$ cat config.mk
export PLATFORM = sky130hd
export DESIGN_NAME = tmds_rx_decoder
export DESIGN_NICKNAME = d
export VERILOG_FILES = /design/src/rtl/tmds_rx_decoder.sv
export SDC_FILE = /design/constraint.sdc
export NUM_CORES = 1
export LEC_CHECK = 0
export BUFFER_PORTS_ARGS = -buffer_cell sky130_fd_sc_hd__buf_2
export CORE_MARGIN = 3
export CORE_UTILIZATION = 50
export DETAILED_ROUTE_END_ITERATION = 10
export GPL_ROUTABILITY_DRIVEN = 0
export PLACE_DENSITY = 0.72
export SETUP_SLACK_MARGIN = 0.1
export SKIP_LAST_GASP = 1
export SLEW_MARGIN = 30
export SYNTH_ARGS = -nofsm -noshare
export SYNTH_HDL_FRONTEND = slang
export SYNTH_SLANG_ARGS = --single-unit
$ cat constraint.sdc
create_clock -name iCLK -period 5.95 [get_ports iCLK]
set_input_delay 0.595 -clock iCLK [delete_from_list [all_inputs] [get_ports iCLK]]
set_output_delay 0.595 -clock iCLK [all_outputs]
set_load 0.005 [all_outputs]
$ cat src/rtl/tmds_rx_decoder.sv
// tmds_rx_decoder
//   Single-lane DVI/TMDS receive decoder. Takes 10-bit parallel symbols from a
//   deserializer, finds word alignment with a barrel shifter over two adjacent
//   symbols, and decodes the aligned stream into pixel data, DE and the two
//   control bits. One instance per colour lane.
//
// Ports
//   iCLK     pixel clock, rising edge
//   iRESETn  asynchronous active-low reset
//   iSYM     raw deserialized symbol, bit0 first on the wire
//   oDATA    decoded pixel byte, 0 whenever oDE=0
//   oDE      high when the aligned symbol is a data symbol (only while locked)
//   oCTRL    {C1,C0} of the last decoded control token, held during data
//   oLOCKED  alignment lock status
//   oOFFSET  current bit offset of the alignment window, 0..9
//   oLOST    single-cycle pulse when lock is lost
module tmds_rx_decoder #(
  parameter int unsigned ALIGN_CTRL_COUNT = 16,
  parameter int unsigned SEARCH_WINDOW    = 1024
) (
  input  logic       iCLK,
  input  logic       iRESETn,
  input  logic [9:0] iSYM,
  output logic [7:0] oDATA,
  output logic       oDE,
  output logic [1:0] oCTRL,
  output logic       oLOCKED,
  output logic [3:0] oOFFSET,
  output logic       oLOST
);

  localparam int unsigned CW = $clog2(SEARCH_WINDOW) + 1;

  localparam logic [0:0] ST_SEARCH = 1'b0;
  localparam logic [0:0] ST_LOCKED = 1'b1;

  localparam logic [CW-1:0] RUN_MAX  = CW'(ALIGN_CTRL_COUNT);
  localparam logic [CW-1:0] RUN_LAST = CW'(ALIGN_CTRL_COUNT - 1);
  localparam logic [CW-1:0] WIN_LAST = CW'(SEARCH_WINDOW - 1);
  localparam logic [CW-1:0] GAP_LAST = CW'(SEARCH_WINDOW - 2);

  logic [0:0]    rState;
  logic [9:0]    rPrev;
  logic [9:0]    rWin;
  logic [3:0]    rOffset;
  logic [CW-1:0] rRun;
  logic [CW-1:0] rWinCnt;
  logic [CW-1:0] rGap;
  logic          rHold;

  logic [19:0]   stream;
  logic [19:0]   shifted;
  logic [9:0]    winNext;
  logic          isCtrl;
  logic [1:0]    ctrlBits;
  logic [7:0]    dBits;
  logic [7:0]    qData;
  logic          lockNow;
  logic          loseNow;
  logic          stepNow;
  logic          liveOut;

  // Older symbol occupies the low half so offset k selects wire bits k..k+9.
  always_comb begin
    stream  = {iSYM, rPrev};
    shifted = stream >> rOffset;
    winNext = shifted[9:0];
  end

  always_comb begin
    isCtrl   = 1'b1;
    ctrlBits = 2'b00;
    case (rWin)
      10'h354: ctrlBits = 2'b00;
      10'h0AB: ctrlBits = 2'b01;
      10'h154: ctrlBits = 2'b10;
      10'h2AB: ctrlBits = 2'b11;
      default: isCtrl   = 1'b0;
    endcase
  end

  always_comb begin
    dBits    = rWin[9] ? ~rWin[7:0] : rWin[7:0];
    qData    = '0;
    qData[0] = dBits[0];
    for (int unsigned i = 1; i < 8; i++) begin
      qData[i] = rWin[8] ? (dBits[i] ^ dBits[i-1]) : ~(dBits[i] ^ dBits[i-1]);
    end
  end

  // Lock / loss fire on the edge where the counter would reach its limit, so
  // oLOCKED rises together with the count of the final required token.
  // rHold masks the single window still built with the previous offset.
  always_comb begin
    lockNow = 1'b0;
    loseNow = 1'b0;
    stepNow = 1'b0;
    if (rState == ST_SEARCH) begin
      lockNow = !rHold && isCtrl && (rRun == RUN_LAST);
      stepNow = !lockNow && (rWinCnt == WIN_LAST);
    end else begin
      loseNow = !isCtrl && (rGap == GAP_LAST);
    end
    liveOut = (rState == ST_LOCKED) && !loseNow;
  end

  always_ff @(posedge iCLK or negedge iRESETn) begin
    if (!iRESETn) begin
      rState  <= ST_SEARCH;
      rPrev   <= '0;
      rWin    <= '0;
      rOffset <= '0;
      rRun    <= '0;
      rWinCnt <= '0;
      rGap    <= '0;
      rHold   <= 1'b0;
      oDATA   <= '0;
      oDE     <= 1'b0;
      oCTRL   <= '0;
      oLOST   <= 1'b0;
    end else begin
      rPrev <= iSYM;
      rWin  <= winNext;
      rHold <= stepNow;
      oLOST <= loseNow;

      if (rState == ST_SEARCH) begin
        if (lockNow) begin
          rState  <= ST_LOCKED;
          rRun    <= '0;
          rWinCnt <= '0;
          rGap    <= '0;
        end else if (stepNow) begin
          rOffset <= (rOffset == 4'd9) ? 4'd0 : rOffset + 4'd1;
          rRun    <= '0;
          rWinCnt <= '0;
        end else begin
          rWinCnt <= rWinCnt + 1'b1;
          if (rHold || !isCtrl) begin
            rRun <= '0;
          end else if (rRun != RUN_MAX) begin
            rRun <= rRun + 1'b1;
          end
        end
      end else begin
        if (loseNow) begin
          rState  <= ST_SEARCH;
          rGap    <= '0;
          rRun    <= '0;
          rWinCnt <= '0;
        end else if (isCtrl) begin
          rGap <= '0;
        end else begin
          rGap <= rGap + 1'b1;
        end
      end

      if (liveOut) begin
        oDE   <= !isCtrl;
        oDATA <= isCtrl ? 8'h00 : qData;
        if (isCtrl) begin
          oCTRL <= ctrlBits;
        end
      end else begin
        oDE   <= 1'b0;
        oDATA <= '0;
        oCTRL <= '0;
      end
    end
  end

  assign oLOCKED = (rState == ST_LOCKED);
  assign oOFFSET = rOffset;

endmodule

==> metrics.txt, run 1 <==
# TYPE chip_impl_metric gauge
chip_impl_metric{name="postSynthNetCount",unit=""} 422
chip_impl_metric{name="initialDrtViolationCount",unit=""} 168
chip_impl_metric{name="buffer_ports.inserted",unit=""} 28
chip_impl_metric{name="max_cap_viol_count",unit=""} 0
chip_impl_info{name="synthFlopType",value="sky130_fd_sc_hd__dfrtp_1"} 1
chip_impl_metric{name="syn_area_per_cell",unit="um^2"} 9.99
chip_impl_metric{name="ant_nets",unit=""} 0
chip_impl_metric{name="synthArstFlopShare",unit="%"} 100
chip_impl_metric{name="detailroute.via_count",unit=""} 2971
chip_impl_info{name="worstSetupEndpointType",value="flop"} 1
chip_impl_metric{name="wire_per_inst",unit="um"} 14.6
chip_impl_metric{name="clk_latency",unit="ns"} 0.34
chip_impl_metric{name="grt_start_max_net_pins",unit=""} 72
chip_impl_metric{name="critical_path_required",unit="ns"} 6.15
chip_impl_metric{name="power.ir.vdd_worst",unit="mV"} 0.108
chip_impl_metric{name="path_max_fanout",unit=""} 24
chip_impl_metric{name="report.final.setup_viol",unit=""} 0
chip_impl_metric{name="seq_power_share",unit="%"} 53.4
chip_impl_metric{name="synth-edff-count",unit=""} 0
chip_impl_metric{name="report.final.slew_viol_count",unit=""} 0
chip_impl_metric{name="seq_area_frac_synth",unit="%"} 44.8
chip_impl_metric{name="power_frac_clock",unit="%"} 41.1
chip_impl_metric{name="cts_max_path_buffers",unit=""} 2
chip_impl_metric{name="floorplan.initialDensity",unit="%"} 53.0
chip_impl_metric{name="ant_diodes",unit=""} 0
chip_impl_metric{name="first_global_vias",unit=""} 2807
chip_impl_metric{name="p_per_area",unit="nW/um^2"} 213
chip_impl_metric{name="postCtsResizedCells",unit=""} 0
chip_impl_metric{name="period_share",unit="%"} 42.1
chip_impl_metric{name="antenna_found_initial",unit=""} 0
chip_impl_metric{name="leakagePower",unit="nW"} 1.83
chip_impl_metric{name="layout_setup_ws",unit="ns"} 3.45
chip_impl_metric{name="area_of_the_die",unit="um^2"} 9040
chip_impl_metric{name="cells_after_synth",unit=""} 397
chip_impl_metric{name="syn_area",unit="um^2"} 3970
chip_impl_metric{name="cts_setup_buffers",unit=""} 0
chip_impl_metric{name="yosys_warnings",unit=""} 0
chip_impl_metric{name="worst_r2r_path_depth",unit=""} 4
chip_impl_metric{name="pre_cts_slack",unit="ns"} 3.43
chip_impl_metric{name="core_region_area",unit="um^2"} 7490
chip_impl_info{name="rr_startpoint",value="oOFFSET[0]"} 1
chip_impl_metric{name="syn_to_final_growth",unit="%"} 9.93
chip_impl_metric{name="htree_levels",unit=""} 3
chip_impl_metric{name="placementRows",unit=""} 31
chip_impl_metric{name="first_pass_grt_wire_length",unit="mm"} 13.1
chip_impl_metric{name="avgViaCountPerCell",unit=""} 5.68
chip_impl_metric{name="die_x",unit="um"} 95.1
chip_impl_metric{name="finalWirelength",unit="mm"} 7.64
chip_impl_info{name="critical-path-slowest-cell",value="sky130_fd_sc_hd__dfrtp_1"} 1
chip_impl_metric{name="setup.reg_to_reg.worst_slack",unit="ns"} 3.45
chip_impl_metric{name="design.final.nets",unit=""} 444
chip_impl_metric{name="grt-ovfl-total",unit=""} 0
chip_impl_metric{name="drive_above_1_share",unit="%"} 18.9
chip_impl_metric{name="holdBufCountCts",unit=""} 0
chip_impl_metric{name="cell_internal_pwr",unit="uW"} 708
chip_impl_metric{name="crit_path_max_cell_delay",unit="ns"} 0.91
chip_impl_metric{name="worstPathArrival",unit="ns"} 2.70
chip_impl_metric{name="dp_hpwl",unit="mm"} 5.43
chip_impl_metric{name="area.sequential",unit="um^2"} 1780
chip_impl_metric{name="synth_seq_cells",unit=""} 71
chip_impl_info{name="cts_tree",value="built"} 1
chip_impl_metric{name="part_of_the_total_power_dissipated_in_combinational_logic",unit="%"} 5.4
chip_impl_metric{name="cts.reportedPaths.clkPinSlew",unit="ns"} 0.08
chip_impl_metric{name="firstDrtPassIters",unit=""} 4
chip_impl_metric{name="hold_violations",unit=""} 0
chip_impl_info{name="r2r_end",value="oOFFSET[2]"} 1
chip_impl_info{name="critical_path.startpoint_type",value="flop"} 1
chip_impl_metric{name="instances_no_fill",unit=""} 523
chip_impl_metric{name="multi_input_gate_area",unit="um^2"} 2010
chip_impl_metric{name="top_level_port_count",unit=""} 29
chip_impl_metric{name="drc_errors",unit=""} 0
chip_impl_metric{name="timing.fmax",unit="GHz"} 0.399
chip_impl_info{name="grt_setup_unrepaired",value="false"} 1
chip_impl_metric{name="grt.total_usage",unit="%"} 18.2
chip_impl_metric{name="worst_slew_margin_rel",unit="%"} 41.3
chip_impl_metric{name="synth.distinct_cells",unit=""} 53
chip_impl_metric{name="setup_total_negative_slack",unit="ns"} 0
chip_impl_metric{name="dp.cells",unit=""} 506
chip_impl_info{name="critical_path.endpoint",value="oOFFSET[2]"} 1
chip_impl_info{name="status",value="complete, no violations"} 1
chip_impl_metric{name="worst_pin_slew",unit="ns"} 0.880
chip_impl_metric{name="die_h",unit="um"} 95.1
chip_impl_metric{name="final_core_utilization",unit="%"} 58.3
chip_impl_metric{name="finClkSkew",unit="ns"} 0.00915
chip_impl_info{name="critical_path_class",value="flop to flop"} 1
chip_impl_metric{name="cts_sinks",unit=""} 71
chip_impl_metric{name="fillCellCount",unit=""} 658
chip_impl_metric{name="finalWorstPathRequiredPeriod",unit="ns"} 2.50
chip_impl_info{name="critical_path.cell_chain",value="clkinv_1 > nor4_1 > nand2_1 > xnor2_1"} 1
chip_impl_metric{name="power.switching_fraction",unit="%"} 23.8
chip_impl_info{name="hold_path_class",value="input pin to async pin"} 1
chip_impl_metric{name="power.switching",unit="uW"} 221
chip_impl_info{name="worst_setup_path_startpoint",value="oOFFSET[0]"} 1
chip_impl_metric{name="cts_made_buffers",unit=""} 9
chip_impl_info{name="root_buffer_cell",value="sky130_fd_sc_hd__clkbuf_8"} 1
## layer usage
metal / GRT usage [%] / vias to the layer above / wire (um)
li1: - / 1455 / -
met1: 26.3 / 1443 / 3850
met2: 27.3 / 64 / 3410
met3: 3.71 / 9 / 304
met4: 6.01 / 0 / 77
met5: 0 / - / 0
## final cells by class
type | instances | share of cell area (%)
clock inverter | 6 | 1.61
sequential | 71 | 40.7
inverter | 24 | 2.07
tap | 99 | 2.84
timing repair buffer | 30 | 3.73
clock buffer | 10 | 2.93
multi-input combinational | 283 | 46.1
## cells by family after synthesis
group                      share of synthesized area (%)
AOI/OAI and AO/OA                                   15.9
buffers and inverters                               4.67
adders and majority gates                           4.10
and+or+nand+nor                                     16.9
DFF                                                 44.8
muxes                                               9.62
xor gates and xnor gates                            3.97
## per-stage QoR
step	cell area [um^2]	hold slack [ns]	power (mW)
after detailed placement	4140	0.484	0.556
after global routing	4360	0.384	0.972
final	4360	0.358	0.928
after floorplan	3970	0.299	0.534
after global placement	4140	0.469	0.556
after CTS	4340	0.376	0.938
## sequential cells by signal (all words and copies together) (netlist names)
register,count
rGap,11
rRun,11
rWinCnt,11
rPrev,10
rWin,10
oDATA,8
oOFFSET,4
oCTRL,2
oDE,1
oLOCKED,1
oLOST,1
rHold,1
## worst min path at each step
stage                      from           to  depth (start not counted)
floorplan               iRESETn     oCTRL[0]                          0
global placement    rWinCnt[10]  rWinCnt[10]                          1
detailed placement  rWinCnt[10]  rWinCnt[10]                          1
CTS                     iSYM[2]     rPrev[2]                          1
global route            iSYM[2]     rPrev[2]                          1
finish                  iRESETn     oDATA[6]                          2
## power groups by stage
stage / Combinational (mW) / Sequential (mW) / Clock, mW
after floorplan: 0.0306 / 0.503 / 0
after global placement: 0.0506 / 0.505 / 0
after detailed placement: 0.0508 / 0.506 / 0
after CTS: 0.0511 / 0.496 / 0.391
after global routing: 0.0576 / 0.497 / 0.417
final: 0.0505 / 0.496 / 0.382
## critical path: cells and delay by family (launching register included)
kind	cells	cell delay, ns
XOR/XNOR	1	0.16
buffers and inverters	1	0.49
flip-flops	1	0.91
AND/OR/NAND/NOR	2	0.81
## placed cells by master, fill, tap and decap left out, types with 2 or more instances in the layout
cell type / Yosys / layout
sky130_fd_sc_hd__a211oi_1: 5 / 5
sky130_fd_sc_hd__a21oi_1: 21 / 21
sky130_fd_sc_hd__a22o_1: 2 / 2
sky130_fd_sc_hd__a31o_2: 2 / 2
sky130_fd_sc_hd__a31oi_1: 6 / 6
sky130_fd_sc_hd__and2_1: 2 / 2
sky130_fd_sc_hd__and3_1: 10 / 10
sky130_fd_sc_hd__and4_1: 2 / 2
sky130_fd_sc_hd__buf_2: 6 / 28
sky130_fd_sc_hd__buf_6: 2 / 2
sky130_fd_sc_hd__clkbuf_8: 0 / 9
sky130_fd_sc_hd__clkinvlp_4: 0 / 3
sky130_fd_sc_hd__dfrtp_1: 71 / 71
sky130_fd_sc_hd__ha_1: 13 / 13
sky130_fd_sc_hd__inv_1: 23 / 23
sky130_fd_sc_hd__mux2_2: 5 / 5
sky130_fd_sc_hd__mux2i_1: 10 / 10
sky130_fd_sc_hd__mux4_2: 10 / 10
sky130_fd_sc_hd__nand2_1: 35 / 35
sky130_fd_sc_hd__nand2b_1: 2 / 2
sky130_fd_sc_hd__nand3_1: 18 / 18
sky130_fd_sc_hd__nand4_1: 7 / 7
sky130_fd_sc_hd__nand4b_1: 2 / 2
sky130_fd_sc_hd__nor2_1: 32 / 32
sky130_fd_sc_hd__nor2b_1: 8 / 8
sky130_fd_sc_hd__nor3_1: 2 / 2
sky130_fd_sc_hd__nor4_1: 2 / 2
sky130_fd_sc_hd__o21a_1: 3 / 3
sky130_fd_sc_hd__o21ai_0: 29 / 29
sky130_fd_sc_hd__o21bai_1: 2 / 2
sky130_fd_sc_hd__o22ai_2: 5 / 5
sky130_fd_sc_hd__o2bb2ai_2: 2 / 2
sky130_fd_sc_hd__o31ai_1: 5 / 4
sky130_fd_sc_hd__or2_2: 3 / 3
sky130_fd_sc_hd__or3_1: 6 / 6
sky130_fd_sc_hd__xnor2_1: 16 / 16
sky130_fd_sc_hd__xor2_1: 2 / 2
## synth_stat cells (all sizes together), types with 2 or more instances
master,number,share of area [%]
xor2,2,0.44
and4,2,0.44
o31ai,5,0.95
nor4,2,0.32
a31oi,6,0.95
mux2i,10,2.5
a31o,2,0.44
a211oi,6,1.3
inv,23,2.2
o21a,3,0.57
mux4,10,5.7
o21bai,2,0.38
nand2,35,3.3
clkbuf,10,0.98
nand3,18,2.3
nand2b,3,0.66
dfrtp,71,45
xnor2,16,3.5
o21ai,31,4.0
a21oi,22,2.9
buf,9,1.4
and2,2,0.32
or2,3,0.47
nor2,32,3.0
nor3,2,0.25
ha,13,4.1
a22o,2,0.44
mux2,5,1.4
nand4,7,1.1
o22ai,6,1.7
and3,10,1.6
nand4b,2,0.44
o2bb2ai,2,0.76
or3,7,1.2
nor2b,8,1.3
(Power assumes the default switching activity.)
==> run 2, diff against run 1 <==
Clock period 5.95 ns to 2.4 ns, I/O delays scaled along.
==> run 2 against run 1 <==
  * First-iteration DRC count grew 33%
  * Die area is the same
  * Sequential cell count is the same
  * Maximum frequency grew 16%
  * Core utilization grew 2.4 points
==> metrics.txt, run 2 (synthesis results as in run 1) <==
# TYPE chip_impl_metric gauge
chip_impl_metric{name="worst_pin_slew",unit="ns"} 0.656
chip_impl_metric{name="worst_slew_margin_rel",unit="%"} 56.3
chip_impl_metric{name="detailroute.via_count",unit=""} 3049
chip_impl_metric{name="power_frac_clock",unit="%"} 44.5
chip_impl_metric{name="grt.total_usage",unit="%"} 19.4
chip_impl_metric{name="design.final.nets",unit=""} 457
chip_impl_metric{name="wire_per_inst",unit="um"} 15.1
chip_impl_metric{name="max_cap_viol_count",unit=""} 0
chip_impl_metric{name="cell_internal_pwr",unit="mW"} 1.92
chip_impl_info{name="grt_setup_unrepaired",value="true"} 1
chip_impl_metric{name="first_global_vias",unit=""} 2943
chip_impl_metric{name="die_h",unit="um"} 95.1
chip_impl_metric{name="cts_made_buffers",unit=""} 9
chip_impl_info{name="largest_registers",value="rGap x11, rRun x11, rWinCnt x11"} 1
chip_impl_metric{name="power.switching_fraction",unit="%"} 22.0
chip_impl_info{name="layout.cells.most_common",value="sky130_fd_sc_hd__dfrtp_1"} 1
chip_impl_metric{name="placementRows",unit=""} 31
chip_impl_metric{name="die_x",unit="um"} 95.1
chip_impl_metric{name="top_level_port_count",unit=""} 29
chip_impl_metric{name="finClkSkew",unit="ns"} 0.0145
chip_impl_metric{name="initialDrtViolationCount",unit=""} 223
chip_impl_metric{name="leakagePower",unit="nW"} 1.93
chip_impl_info{name="critical_path_class",value="flop to flop"} 1
chip_impl_metric{name="grt-ovfl-total",unit=""} 0
chip_impl_metric{name="report.final.setup_viol",unit=""} 0
chip_impl_metric{name="first_pass_grt_wire_length",unit="mm"} 13.7
chip_impl_metric{name="dp_hpwl",unit="mm"} 5.80
chip_impl_metric{name="timing.fmax",unit="GHz"} 0.464
chip_impl_metric{name="htree_levels",unit=""} 3
chip_impl_metric{name="ant_diodes",unit=""} 0
chip_impl_metric{name="report.final.slew_viol_count",unit=""} 0
chip_impl_metric{name="drc_errors",unit=""} 0
chip_impl_metric{name="buffer_ports.inserted",unit=""} 28
chip_impl_metric{name="clk_latency",unit="ns"} 0.34
chip_impl_metric{name="seq_power_share",unit="%"} 50.0
chip_impl_metric{name="cts_sinks",unit=""} 71
chip_impl_metric{name="cts_max_path_buffers",unit=""} 2
chip_impl_metric{name="path_max_fanout",unit=""} 12
chip_impl_metric{name="finalWorstPathRequiredPeriod",unit="ns"} 2.15
chip_impl_metric{name="part_of_the_total_power_dissipated_in_combinational_logic",unit="%"} 5.5
chip_impl_metric{name="power.switching",unit="uW"} 542
chip_impl_metric{name="period_share",unit="%"} 89.8
chip_impl_info{name="status",value="complete, no violations"} 1
chip_impl_metric{name="core_region_area",unit="um^2"} 7490
chip_impl_info{name="root_buffer_cell",value="sky130_fd_sc_hd__clkbuf_8"} 1
chip_impl_metric{name="critical_path_required",unit="ns"} 2.67
chip_impl_metric{name="antenna_found_initial",unit=""} 0
chip_impl_info{name="cts_tree",value="built"} 1
chip_impl_metric{name="grt_start_max_net_pins",unit=""} 72
chip_impl_metric{name="cts.reportedPaths.clkPinSlew",unit="ns"} 0.09
chip_impl_metric{name="power.ir.vdd_worst",unit="mV"} 0.340
chip_impl_metric{name="area_of_the_die",unit="um^2"} 9040
chip_impl_metric{name="syn_to_final_growth",unit="%"} 14.5
chip_impl_metric{name="fillCellCount",unit=""} 623
chip_impl_metric{name="floorplan.initialDensity",unit="%"} 53.0
chip_impl_metric{name="worst_r2r_path_depth",unit=""} 7
chip_impl_info{name="critical_path.startpoint_type",value="flop"} 1
chip_impl_info{name="mostFrequentLayoutCells",value="sky130_fd_sc_hd__dfrtp_1 (70), sky130_fd_sc_hd__nand2_1 (35), sky130_fd_sc_hd__nor2_1 (32), sky130_fd_sc_hd__o21ai_0 (28), sky130_fd_sc_hd__buf_2 (28)"} 1
chip_impl_metric{name="p_per_area",unit="nW/um^2"} 541
chip_impl_metric{name="setup_total_negative_slack",unit="ns"} 0
chip_impl_metric{name="firstDrtPassIters",unit=""} 4
chip_impl_metric{name="ant_nets",unit=""} 0
chip_impl_metric{name="min_path_cells",unit=""} 1
chip_impl_info{name="worstSetupEndpointType",value="flop"} 1
chip_impl_metric{name="avgViaCountPerCell",unit=""} 5.70
chip_impl_metric{name="finalWirelength",unit="mm"} 8.06
chip_impl_metric{name="final_core_utilization",unit="%"} 60.7
chip_impl_metric{name="drive_above_1_share",unit="%"} 22.2
chip_impl_info{name="hold_path_class",value="input pin to flop"} 1
chip_impl_metric{name="hold_violations",unit=""} 0
chip_impl_metric{name="worstPathArrival",unit="ns"} 2.42
==> run 2: cell types whose count changed in the layout (fill, tap and decap cells not counted), moves of 2 or more <==
cell and delta:
sky130_fd_sc_hd__buf_4 +12, sky130_fd_sc_hd__clkbuf_8 +2, sky130_fd_sc_hd__nor4_1 -2, sky130_fd_sc_hd__clkinvlp_4 -3, sky130_fd_sc_hd__nor4_2 +2
==> run 2: path summary, 6_finish.rpt <==
check                            from          to  slack, ns
min reg2reg                rWinCnt[2]  rWinCnt[2]       0.51
max                           rWin[6]     rRun[0]       0.25
max reg2reg                   rWin[6]     rRun[0]       0.25
min in group asynchronous     iRESETn     rGap[2]       0.39
min                           iSYM[3]    rPrev[3]       0.03
max in group asynchronous     iRESETn     rRun[1]       1.47
==> run 2: critical path, stage by stage (launching register included) <==
cell and delay, ns:
sky130_fd_sc_hd__dfrtp_1 0.41, sky130_fd_sc_hd__ha_1 0.21, sky130_fd_sc_hd__and3_1 0.19, sky130_fd_sc_hd__and3_1 0.22
sky130_fd_sc_hd__o31a_4 0.39, sky130_fd_sc_hd__a41o_4 0.30, sky130_fd_sc_hd__nand2b_4 0.22, sky130_fd_sc_hd__o21ai_2 0.13
==> run 2: power groups by stage <==
| stage | Sequential, mW | Combinational (mW) | Clock [mW] |
|---|---|---|---|
| floorplan | 1.25 | 0.0759 | 0 |
| global placement | 1.25 | 0.127 | 0 |
| detailed placement | 1.25 | 0.130 | 0 |
| CTS | 1.23 | 0.131 | 1.11 |
| global route | 1.23 | 0.154 | 1.17 |
| finish | 1.23 | 0.136 | 1.09 |
==> run 2: what timing repair did <==
action	in CTS	in global routing
gates resized for setup	1	9
endpoints found under the setup margin	5	16
gates cloned	0	0
endpoints found under the hold margin	0	19
hold buffers	0	1
buffers inserted	0	1
pin swaps	0	2
==> run 2: routing by layer <==
layer	up-vias	global-route usage, %	wire length (um)
met5	-	0	0
li1	1483	-	-
met1	1496	27.2	3880
met3	10	4.10	307
met4	0	6.97	106
met2	60	29.8	3760
==> run 2: cell type report <==
cell class                      instances  area, um^2  area share, %
Multi-Input combinational cell        283        2040           45.0
Clock inverter                          4        77.6           1.71
Clock buffer                           11         151           3.33
Inverter                               24        90.1           1.98
Sequential cell                        71        1780           39.1
Tap cell                               99         124           2.73
Timing Repair Buffer                   43         279           6.14
==> run 2: stage by stage <==
step / hold WS [ns] / cells / total power, mW / cell area (um^2) / worst slack, ns
floorplan: -0.0556 / 397 / 1.32 / 3970 / 0.322
global placement: 0.378 / 517 / 1.38 / 4230 / 0.145
detailed placement: 0.378 / 517 / 1.38 / 4230 / 0.118
CTS: 0.0137 / 532 / 2.47 / 4460 / 0.162
global route: 0.0102 / 535 / 2.56 / 4540 / 0.0981
finish: 0.0272 / 535 / 2.46 / 4540 / 0.245
==> run 3, diff against run 2 <==
Settings changed: BUFFER_PORTS_ARGS -buffer_cell sky130_fd_sc_hd__buf_2 to unset, DONT_BUFFER_PORTS set to 1, PLACE_DENSITY 0.72 to 0.69, SKIP_LAST_GASP 1 to unset.
==> run 3 against run 2 <==
  * Die area unchanged
  * Final area is 1.8% lower
  * Non-clock buffer count shrank 15
  * Via count down 1.1%
  * Critical endpoint is now rRun[5]
  * Sequential cell count is the same
  * Critical path type unchanged
==> metrics.txt, run 3 (synthesis results as in run 1) <==
# TYPE chip_impl_metric gauge
chip_impl_metric{name="initialDrtViolationCount",unit=""} 149
chip_impl_metric{name="cts.reportedPaths.clkPinSlew",unit="ns"} 0.08
chip_impl_metric{name="cts_max_path_buffers",unit=""} 2
chip_impl_metric{name="dp_hpwl",unit="mm"} 5.82
chip_impl_metric{name="buffer_ports.inserted",unit=""} 0
chip_impl_metric{name="final_core_utilization",unit="%"} 59.6
chip_impl_metric{name="top_level_port_count",unit=""} 29
chip_impl_metric{name="fin_total_pwr",unit="mW"} 2.29
chip_impl_metric{name="wire_per_inst",unit="um"} 16.1
chip_impl_metric{name="worst_slew_margin_rel",unit="%"} 50.2
chip_impl_metric{name="ant_diodes",unit=""} 0
chip_impl_metric{name="grt.total_usage",unit="%"} 19.7
chip_impl_metric{name="setup.reg_to_reg.worst_slack",unit="ns"} 0.23
chip_impl_info{name="largest_registers",value="rGap x11, rRun x11, rWinCnt x11"} 1
chip_impl_metric{name="htree_levels",unit=""} 3
chip_impl_metric{name="setup_total_negative_slack",unit="ns"} 0
chip_impl_metric{name="leakagePower",unit="nW"} 1.82
chip_impl_metric{name="cts_sinks",unit=""} 71
chip_impl_metric{name="critical_path_required",unit="ns"} 2.63
chip_impl_metric{name="design.final.nets",unit=""} 442
chip_impl_metric{name="grt_start_max_net_pins",unit=""} 72
chip_impl_info{name="critical_path.startpoint_type",value="flop"} 1
chip_impl_info{name="root_buffer_cell",value="sky130_fd_sc_hd__clkbuf_8"} 1
chip_impl_metric{name="grt-ovfl-total",unit=""} 0
chip_impl_metric{name="placement.cell_area",unit="um^2"} 4120
chip_impl_metric{name="finalWirelength",unit="mm"} 8.39
chip_impl_metric{name="hold_violations",unit=""} 0
chip_impl_info{name="mostFrequentLayoutCells",value="sky130_fd_sc_hd__dfrtp_1 (70), sky130_fd_sc_hd__nand2_1 (35), sky130_fd_sc_hd__nor2_1 (32), sky130_fd_sc_hd__o21ai_0 (29), sky130_fd_sc_hd__inv_1 (23)"} 1
chip_impl_metric{name="report.final.setup_viol",unit=""} 0
chip_impl_metric{name="cts_made_buffers",unit=""} 9
chip_impl_info{name="layout.cells.most_common",value="sky130_fd_sc_hd__dfrtp_1"} 1
chip_impl_info{name="grt_setup_unrepaired",value="false"} 1
chip_impl_metric{name="firstDrtPassIters",unit=""} 4
chip_impl_metric{name="finClkSkew",unit="ns"} 0.0126
chip_impl_metric{name="clk_latency",unit="ns"} 0.34
chip_impl_metric{name="detailroute.via_count",unit=""} 3014
chip_impl_metric{name="path_max_fanout",unit=""} 7
chip_impl_info{name="worstSetupEndpointType",value="flop"} 1
chip_impl_metric{name="drive_above_1_share",unit="%"} 16.6
chip_impl_metric{name="p_per_area",unit="nW/um^2"} 513
chip_impl_metric{name="first_pass_grt_wire_length",unit="mm"} 13.7
chip_impl_info{name="critical_path_class",value="flop to flop"} 1
chip_impl_metric{name="die_h",unit="um"} 95.1
chip_impl_metric{name="syn_to_final_growth",unit="%"} 12.5
chip_impl_metric{name="worstPathArrival",unit="ns"} 2.40
chip_impl_metric{name="period_share",unit="%"} 90.5
chip_impl_metric{name="timing.fmax",unit="GHz"} 0.460
chip_impl_metric{name="area_of_the_die",unit="um^2"} 9040
chip_impl_info{name="status",value="complete, no violations"} 1
chip_impl_metric{name="power.ir.vdd_worst",unit="mV"} 0.276
chip_impl_metric{name="design_area",unit="um^2"} 4460
chip_impl_metric{name="floorplan.initialDensity",unit="%"} 53.0
chip_impl_metric{name="avgViaCountPerCell",unit=""} 5.79
chip_impl_metric{name="finalWorstPathRequiredPeriod",unit="ns"} 2.17
chip_impl_metric{name="fillCellCount",unit=""} 634
chip_impl_metric{name="drc_errors",unit=""} 0
chip_impl_metric{name="report.final.slew_viol_count",unit=""} 0
chip_impl_metric{name="antenna_found_initial",unit=""} 0
chip_impl_metric{name="core_region_area",unit="um^2"} 7490
chip_impl_metric{name="worst_pin_slew",unit="ns"} 0.747
chip_impl_metric{name="placementRows",unit=""} 31
chip_impl_metric{name="max_cap_viol_count",unit=""} 0
chip_impl_metric{name="die_x",unit="um"} 95.1
chip_impl_info{name="cts_tree",value="built"} 1
chip_impl_metric{name="ant_nets",unit=""} 0
chip_impl_metric{name="first_global_vias",unit=""} 2895
chip_impl_info{name="hold_path_class",value="input pin to flop"} 1
run 3: final timing paths:
check | from | end | cells after the start
worst min-delay path | iSYM[9] | rWin[7] | 2
min in group asynchronous | iRESETn | rGap[7] | 2
max in group asynchronous | iRESETn | rRun[0] | 2
worst max register to register | rGap[1] | rRun[5] | 8
worst min register to register | rWinCnt[10] | rWinCnt[10] | 1
worst max-delay path | rGap[1] | rRun[5] | 8
run 3: metrics by stage:
| step | hold WS [ns] | setup WS, ns | cells |
|---|---|---|---|
| after floorplan | -0.0556 | 0.322 | 397 |
| after global placement | -0.0539 | 0.234 | 493 |
| after detailed placement | -0.0535 | 0.200 | 493 |
| after CTS | 0.184 | 0.168 | 521 |
| after global routing | 0.208 | 0.0922 | 521 |
| final | 0.195 | 0.227 | 521 |
run 3: what timing repair did:
| action | in CTS | in global routing |
|---|---|---|
| hold endpoints to repair | 81 | 0 |
| setup endpoints to repair | 0 | 14 |
| hold buffers | 12 | 0 |
| setup buffers | 0 | 0 |
| gates resized for setup | 0 | 6 |
run 3: worst max-delay path, cell delays in order (launching register included):
cell	delay (ns)
sky130_fd_sc_hd__dfrtp_1	0.43
sky130_fd_sc_hd__ha_1	0.20
sky130_fd_sc_hd__nand4b_1	0.09
sky130_fd_sc_hd__or3_4	0.37
sky130_fd_sc_hd__o31a_4	0.31
sky130_fd_sc_hd__a41o_2	0.28
sky130_fd_sc_hd__buf_4	0.16
sky130_fd_sc_hd__a21oi_1	0.14
sky130_fd_sc_hd__o22ai_2	0.08
run 3: final cells by class:
| type | count | area [um^2] | share of cell area, % |
|---|---|---|---|
| clock buffers | 10 | 128 | 2.86 |
| clock inverters | 6 | 61.3 | 1.37 |
| inverters | 24 | 90.1 | 2.02 |
| multi-input cells | 283 | 2020 | 45.3 |
| flip-flops and latches | 71 | 1780 | 39.8 |
| well taps | 99 | 124 | 2.78 |
| repair buffers | 28 | 262 | 5.86 |
run 3: power by group:
| group | internal [mW] | switching (mW) |
|---|---|---|
| Clock | 0.477 | 0.452 |
| Combinational | 0.0662 | 0.0667 |
| Sequential | 1.21 | 0.0170 |
| Total | 1.76 | 0.535 |
run 3: layer usage:
layer  vias up  share of wire [%]  wire [um]  track usage [%]
li1       1457                  -          -                -
met1      1478                 47       3900             27.6
met2        73                 47       3960             29.8
met3         6                5.2        440             4.34
met4         0                1.0         85             7.45
met5         -                  0          0                0
